### config.mk
export PLATFORM = sky130hd
export DESIGN_NAME = idli_fetch_ctl
export DESIGN_NICKNAME = d
export VERILOG_FILES = /design/src/rtl/idli_fetch_ctl.sv
export SDC_FILE = /design/constraint.sdc
export NUM_CORES = 1
export LEC_CHECK = 0
export BUFFER_PORTS_ARGS = -buffer_cell sky130_fd_sc_hd__buf_2
export CAP_MARGIN = 25
export CORE_UTILIZATION = 35
export CTS_BUF_LIST = sky130_fd_sc_hd__clkbuf_4 sky130_fd_sc_hd__clkbuf_8
export DETAILED_ROUTE_END_ITERATION = 10
export PLACE_DENSITY_LB_ADDON = 0.25
export SETUP_SLACK_MARGIN = 0.4
export SYNTH_ARGS = -nofsm -noshare
export SYNTH_HDL_FRONTEND = slang
export SYNTH_SLANG_ARGS = --single-unit
### constraint.sdc
create_clock -name i_fch_gck -period 2 [get_ports i_fch_gck]
set_clock_uncertainty 0.2 [all_clocks]
set_input_delay 0.3 -clock i_fch_gck [delete_from_list [all_inputs] [get_ports i_fch_gck]]
set_output_delay 0.3 -clock i_fch_gck [all_outputs]
set_load 0.02 [all_outputs]
### src/rtl/idli_fetch_ctl.sv
// idli_fetch_ctl: SQI flash instruction fetch sequencer.
// Issues a quad read (cmd 0x03, 24b byte address, 2 dummy cycles) at the
// current PC, then streams 4-nibble instructions to the decoder. Handles
// backend stall, execute redirect and PC wrap.
// Ports:
//   i_fch_gck          core clock
//   i_dcd_rst_n        async active-low reset
//   o_fch_sqi_cs_n     flash chip select (active-low)
//   o_fch_sqi_sck_en   flash clock enable
//   o_fch_sqi_oe       drive o_fch_sqi_data onto SQI pins
//   o_fch_sqi_data     command/address nibble
//   i_fch_sqi_data     read-data nibble from flash
//   o_fch_enc          instruction nibble to decoder
//   o_fch_enc_vld      o_fch_enc valid
//   i_fch_stall        backend cannot accept a nibble
//   i_fch_redirect     redirect request
//   i_fch_redirect_pc  redirect target word address
//   o_fch_pc           word address of instruction being streamed
module idli_fetch_ctl (
  input  logic        i_fch_gck,
  input  logic        i_dcd_rst_n,
  output logic        o_fch_sqi_cs_n,
  output logic        o_fch_sqi_sck_en,
  output logic        o_fch_sqi_oe,
  output logic [3:0]  o_fch_sqi_data,
  input  logic [3:0]  i_fch_sqi_data,
  output logic [3:0]  o_fch_enc,
  output logic        o_fch_enc_vld,
  input  logic        i_fch_stall,
  input  logic        i_fch_redirect,
  input  logic [15:0] i_fch_redirect_pc,
  output logic [15:0] o_fch_pc
);

  localparam int unsigned PC_W  = 16;
  localparam int unsigned PH_W  = 3;
  localparam int unsigned NIB_W = 2;
  localparam int unsigned AD_W  = 24;

  typedef enum logic [2:0] {
    ST_IDLE    = 3'd0,
    ST_CMD     = 3'd1,
    ST_ADDR    = 3'd2,
    ST_DUMMY   = 3'd3,
    ST_STREAM  = 3'd4,
    ST_RESTART = 3'd5
  } state_t;

  state_t              state_q, state_d;
  logic [PH_W-1:0]     phase_q, phase_d;
  logic [NIB_W-1:0]    nib_q,   nib_d;
  logic [PC_W-1:0]     pc_q,    pc_d;

  logic                cs_n_c, sck_en_c, oe_c, enc_vld_c;
  logic [3:0]          sqi_data_c, enc_c, addr_nib_c;
  logic [AD_W-1:0]     addr_c;

  // State and datapath registers
  always_ff @(posedge i_fch_gck or negedge i_dcd_rst_n) begin
    if (!i_dcd_rst_n) begin
      state_q <= ST_IDLE;
      phase_q <= '0;
      nib_q   <= '0;
      pc_q    <= '0;
    end else begin
      state_q <= state_d;
      phase_q <= phase_d;
      nib_q   <= nib_d;
      pc_q    <= pc_d;
    end
  end

  // Next state, phase/nibble counters and PC
  always_comb begin
    state_d = state_q;
    phase_d = phase_q;
    nib_d   = nib_q;
    pc_d    = pc_q;
    if (i_fch_redirect) begin
      // Redirect overrides stall and any in-flight instruction
      state_d = ST_RESTART;
      pc_d    = i_fch_redirect_pc;
      phase_d = '0;
      nib_d   = '0;
    end else begin
      case (state_q)
        ST_IDLE, ST_RESTART: begin
          state_d = ST_CMD;
          phase_d = '0;
          nib_d   = '0;
        end
        ST_CMD: begin
          if (!i_fch_stall) begin
            if (phase_q == PH_W'(1)) begin
              state_d = ST_ADDR;
              phase_d = '0;
            end else begin
              phase_d = phase_q + PH_W'(1);
            end
          end
        end
        ST_ADDR: begin
          if (!i_fch_stall) begin
            if (phase_q == PH_W'(5)) begin
              state_d = ST_DUMMY;
              phase_d = '0;
            end else begin
              phase_d = phase_q + PH_W'(1);
            end
          end
        end
        ST_DUMMY: begin
          if (!i_fch_stall) begin
            if (phase_q == PH_W'(1)) begin
              state_d = ST_STREAM;
              phase_d = '0;
              nib_d   = '0;
            end else begin
              phase_d = phase_q + PH_W'(1);
            end
          end
        end
        ST_STREAM: begin
          if (!i_fch_stall) begin
            nib_d = nib_q + NIB_W'(1);
            if (nib_q == NIB_W'(3)) begin
              // Wrap needs a fresh flash read from address 0
              if (pc_q == {PC_W{1'b1}}) begin
                pc_d    = '0;
                state_d = ST_RESTART;
              end else begin
                pc_d = pc_q + PC_W'(1);
              end
            end
          end
        end
        default: begin
          state_d = ST_IDLE;
          phase_d = '0;
          nib_d   = '0;
        end
      endcase
    end
  end

  // Byte address of the current word, MSB nibble selected by phase
  assign addr_c = {7'b0, pc_q, 1'b0};

  always_comb begin
    addr_nib_c = 4'h0;
    case (phase_q)
      3'd0:    addr_nib_c = addr_c[23:20];
      3'd1:    addr_nib_c = addr_c[19:16];
      3'd2:    addr_nib_c = addr_c[15:12];
      3'd3:    addr_nib_c = addr_c[11:8];
      3'd4:    addr_nib_c = addr_c[7:4];
      3'd5:    addr_nib_c = addr_c[3:0];
      default: addr_nib_c = 4'h0;
    endcase
  end

  // Output decode from state and stall
  always_comb begin
    cs_n_c     = 1'b1;
    sck_en_c   = 1'b0;
    oe_c       = 1'b0;
    sqi_data_c = 4'h0;
    enc_vld_c  = 1'b0;
    enc_c      = 4'h0;
    case (state_q)
      ST_CMD: begin
        cs_n_c     = 1'b0;
        sck_en_c   = !i_fch_stall;
        oe_c       = 1'b1;
        sqi_data_c = phase_q[0] ? 4'h3 : 4'h0;
      end
      ST_ADDR: begin
        cs_n_c     = 1'b0;
        sck_en_c   = !i_fch_stall;
        oe_c       = 1'b1;
        sqi_data_c = addr_nib_c;
      end
      ST_DUMMY: begin
        cs_n_c   = 1'b0;
        sck_en_c = !i_fch_stall;
      end
      ST_STREAM: begin
        cs_n_c    = 1'b0;
        sck_en_c  = !i_fch_stall;
        enc_vld_c = !i_fch_stall;
        enc_c     = i_fch_sqi_data;
      end
      default: begin
        cs_n_c = 1'b1;
      end
    endcase
  end

  assign o_fch_sqi_cs_n   = cs_n_c;
  assign o_fch_sqi_sck_en = sck_en_c;
  assign o_fch_sqi_oe     = oe_c;
  assign o_fch_sqi_data   = sqi_data_c;
  assign o_fch_enc        = enc_c;
  assign o_fch_enc_vld    = enc_vld_c;
  assign o_fch_pc         = pc_q;

endmodule

==> flow_summary.toml <==
[sta]
max_freq_ghz = 0.455
setup_viol = 17
worst_pin_slew_ns = 0.592
rsz0062_at_grt = "true"
post-route-min-period_ns = 2.20
hold_slack_ns = 0.0191
maxSlewHeadroom = 0.606
setup_ws_ns = -0.199
finalHoldViolations = 0
slew_viol_final = 0
finalCritPeriodShare = 1.10

[clocking]
clk_latency_ns = 0.28
clkTransAtPathRegs_ns = 0.10
cts_inserted_buffers = 3
clock-sinks = 24
htree_levels = 1
clockRootBuffer = "clkbuf_8"
clockBufferDepth = 2
tritoncts = "yes"

[placement]
dpl.cell_count = 345
portBuffers = 51
place_hpwl_um = 3920
gp_congestion = 0.844

[finish]
final_util = 0.687
drive_gt1_frac = 0.693
finalNonFillerCells = 386
diodes = 0
nets = 347
areaGrowthSynthToFinish_pct = 88.2

[synth]
synth_cell_types = 49
synth-edff-count = 0
synth_simple_gate_area_frac = 0.320
synth_cells = 200
avgSynthCellArea_um2 = 8.61
async_flop_share = 1.00
synth-xor-area-share = 0.0712
yosys.area_share.adder = 0.0218
ys_seq_area_frac = 0.349
syn_nets = 227
ys.flop_type = "dfrtp_1"
synthTopCellsByArea = "dfrtp_1 (35%), nand2_1 (5.0%), nor2_1 (3.7%)"
yosys_warnings = 0
synth_compound_area_frac = 0.189
ys_ff_latch = 24
synth_top_family_by_area = "simple AND/OR/NAND/NOR gates"
syn-cell-area_um2 = 1720
synth_top_area_share = 0.349
synthMuxAreaShare = 0.0196
yosysTopAreaCell = "dfrtp_1"

[route]
firstDrtPassIters = 5
vias = 2070
drtIter0Drc = 117
drc = 0
wl_per_cell_um = 16.7
via_per_inst = 5.36
detail-route-antenna-nets = 0
routed_wirelength_um = 6450

[power]
powerDensity_nw_per_um2 = 442
p_leak_nw = 1.36
worst_ir_drop_vdd_uv = 423

[grt]
grt_max_degree = 25
groute.usage.overall = 0.247
top_usage_layer = "met2"
use_met3 = 0.0486
grt_pass1_wl_um = 10100
antenna_found_initial = 0
globalRouteOverflowTotal = 0
grt_pass1_vias = 2039
met2_usage = 0.410
grt_use_met1 = 0.337

[floorplan]
initial_core_util = 0.365
io_pins = 52
fp.dieH_um = 72.2
dieArea_um2 = 5210
num_rows = 25
die_w_um = 72.2
core_area_um2 = 4720

[worst_setup_path]
crit_top_cell = "buf_4"
worst-setup-path-type = "reg2out"
required_ns = 1.50
max_stage_delay_ns = 0.42
critPathArrivalTime_ns = 1.70
start_kind = "flip-flop"
critical_path.cell_chain = "buf_4 -> mux2_2 -> a222oi_1 -> nor2_1 -> buf_4"
crit_buf_inv = 2
cp_top_family = "flip-flops"
crit_fanout = 6
endpoint_kind = "output pin"
critPathSlowestCell = "dfrtp_2"

[run]
max_cap_viol_count = 0

[min_path]
min_path_type = "in2reg"

[run_status]
status = "finished with violations"
violations = "setup timing"
[through the flow]
stage               power [mW]  setup WS [ns]  TNS [ns]  instance area [um2]
floorplan                0.768        -0.0254   -0.0254                 1860
global placement         0.936         0.0501         0                 2410
detailed placement       0.939         0.0129         0                 2410
CTS                       1.38         -0.177    -0.599                 3070
global route              1.49         -0.286     -2.05                 3240
finish                    1.43         -0.199     -1.20                 3240
[path summary, 6_finish.rpt]
kind,slack (ns),end,from,cells past startpoint
setup / recovery,-0.20,o_fch_sqi_data[2],o_fch_pc[5],5
hold / removal,0.02,o_fch_pc[4],i_fch_redirect_pc[4],3
setup reg to reg,-0.03,o_fch_pc[15],state_q[1],7
hold reg to reg,0.38,nib_q[0],nib_q[0],2
max in group asynchronous,0.83,phase_q[0],i_dcd_rst_n,2
min in group asynchronous,0.35,o_fch_pc[8],i_dcd_rst_n,2
[flip-flops by register name, summed over array words and instances (netlist names)]
| signal | cells |
|---|---|
| o_fch_pc | 16 |
| state_q | 3 |
| nib_q | 2 |
| phase_q | 3 |
[power by group]
group | switching (mW) | internal [mW]
Combinational | 0.263 | 0.250
Sequential | 0.0399 | 0.522
Clock | 0.183 | 0.177
[routing by layer]
layer / share of wire / routed length [um]
met1: 0.44 / 2860
met2: 0.50 / 3240
met3: 0.045 / 289
met4: 0.0095 / 61
met5: 0 / 0
[worst min-delay path: cells and delay by family]
kind,cells,cell delay (ns)
simple gates,1,0.04
buf+inv,1,0.07
compound gates,1,0.06
[placed cells by master, fill, tap and decap left out, types with 3 or more instances in the layout]
| master | count |
|---|---|
| nor3_2 | 4 |
| mux2_2 | 3 |
| nand2_2 | 4 |
| dfrtp_2 | 13 |
| buf_6 | 42 |
| buf_2 | 39 |
| nand4_1 | 5 |
| nor2_1 | 11 |
| nand2b_1 | 3 |
| a211oi_2 | 6 |
| xor2_1 | 6 |
| and2_4 | 6 |
| dfrtp_1 | 11 |
| a222oi_1 | 3 |
| nand2_1 | 18 |
| o21ai_1 | 10 |
| nand2b_4 | 3 |
| a21oi_2 | 9 |
| xnor2_1 | 7 |
| nor2_4 | 4 |
| clkbuf_8 | 4 |
| buf_4 | 43 |
| nand3_1 | 4 |
[cells by family (layout without fill, tap and decap cells)]
kind of cell	count (synthesis)	in the layout
mux	3	3
xor+xnor	14	14
buf+inv	12	131
flops	24	24
fa+ha+maj	3	3
compound gates	48	48
simple gates	96	96
[Yosys cell counts (all sizes together), types with 3 or more instances]
library cell / instances
a211oi: 7
a21oi: 12
a222oi: 3
and2: 7
and4: 4
clkbuf: 9
dfrtp: 24
ha: 3
mux2: 3
nand2: 24
nand2b: 6
nand3: 7
nand4: 5
nor2: 17
nor3: 7
nor3b: 3
o21ai: 11
or4: 3
xnor2: 7
xor2: 7
[final cells by class]
| type | count | area, um2 |
|---|---|---|
| multi-input combinational | 164 | 1480 |
| sequential | 24 | 617 |
| inverter | 2 | 7.51 |
| fill | 341 | 1480 |
| clock buffer | 4 | 55.1 |
| timing repair buffer | 125 | 1000 |
| tap | 67 | 83.8 |
[repair_timing]
action / 4_1_cts / 5_1_grt
hold buffers: 1 / 0
resized for setup: 110 / 22
hold endpoints to repair: 24 / 0
setup buffers: 26 / 10
pin swaps: 38 / 13
endpoints found under the setup margin: 34 / 38
Note: power is estimated with default switching activity, not from simulation.
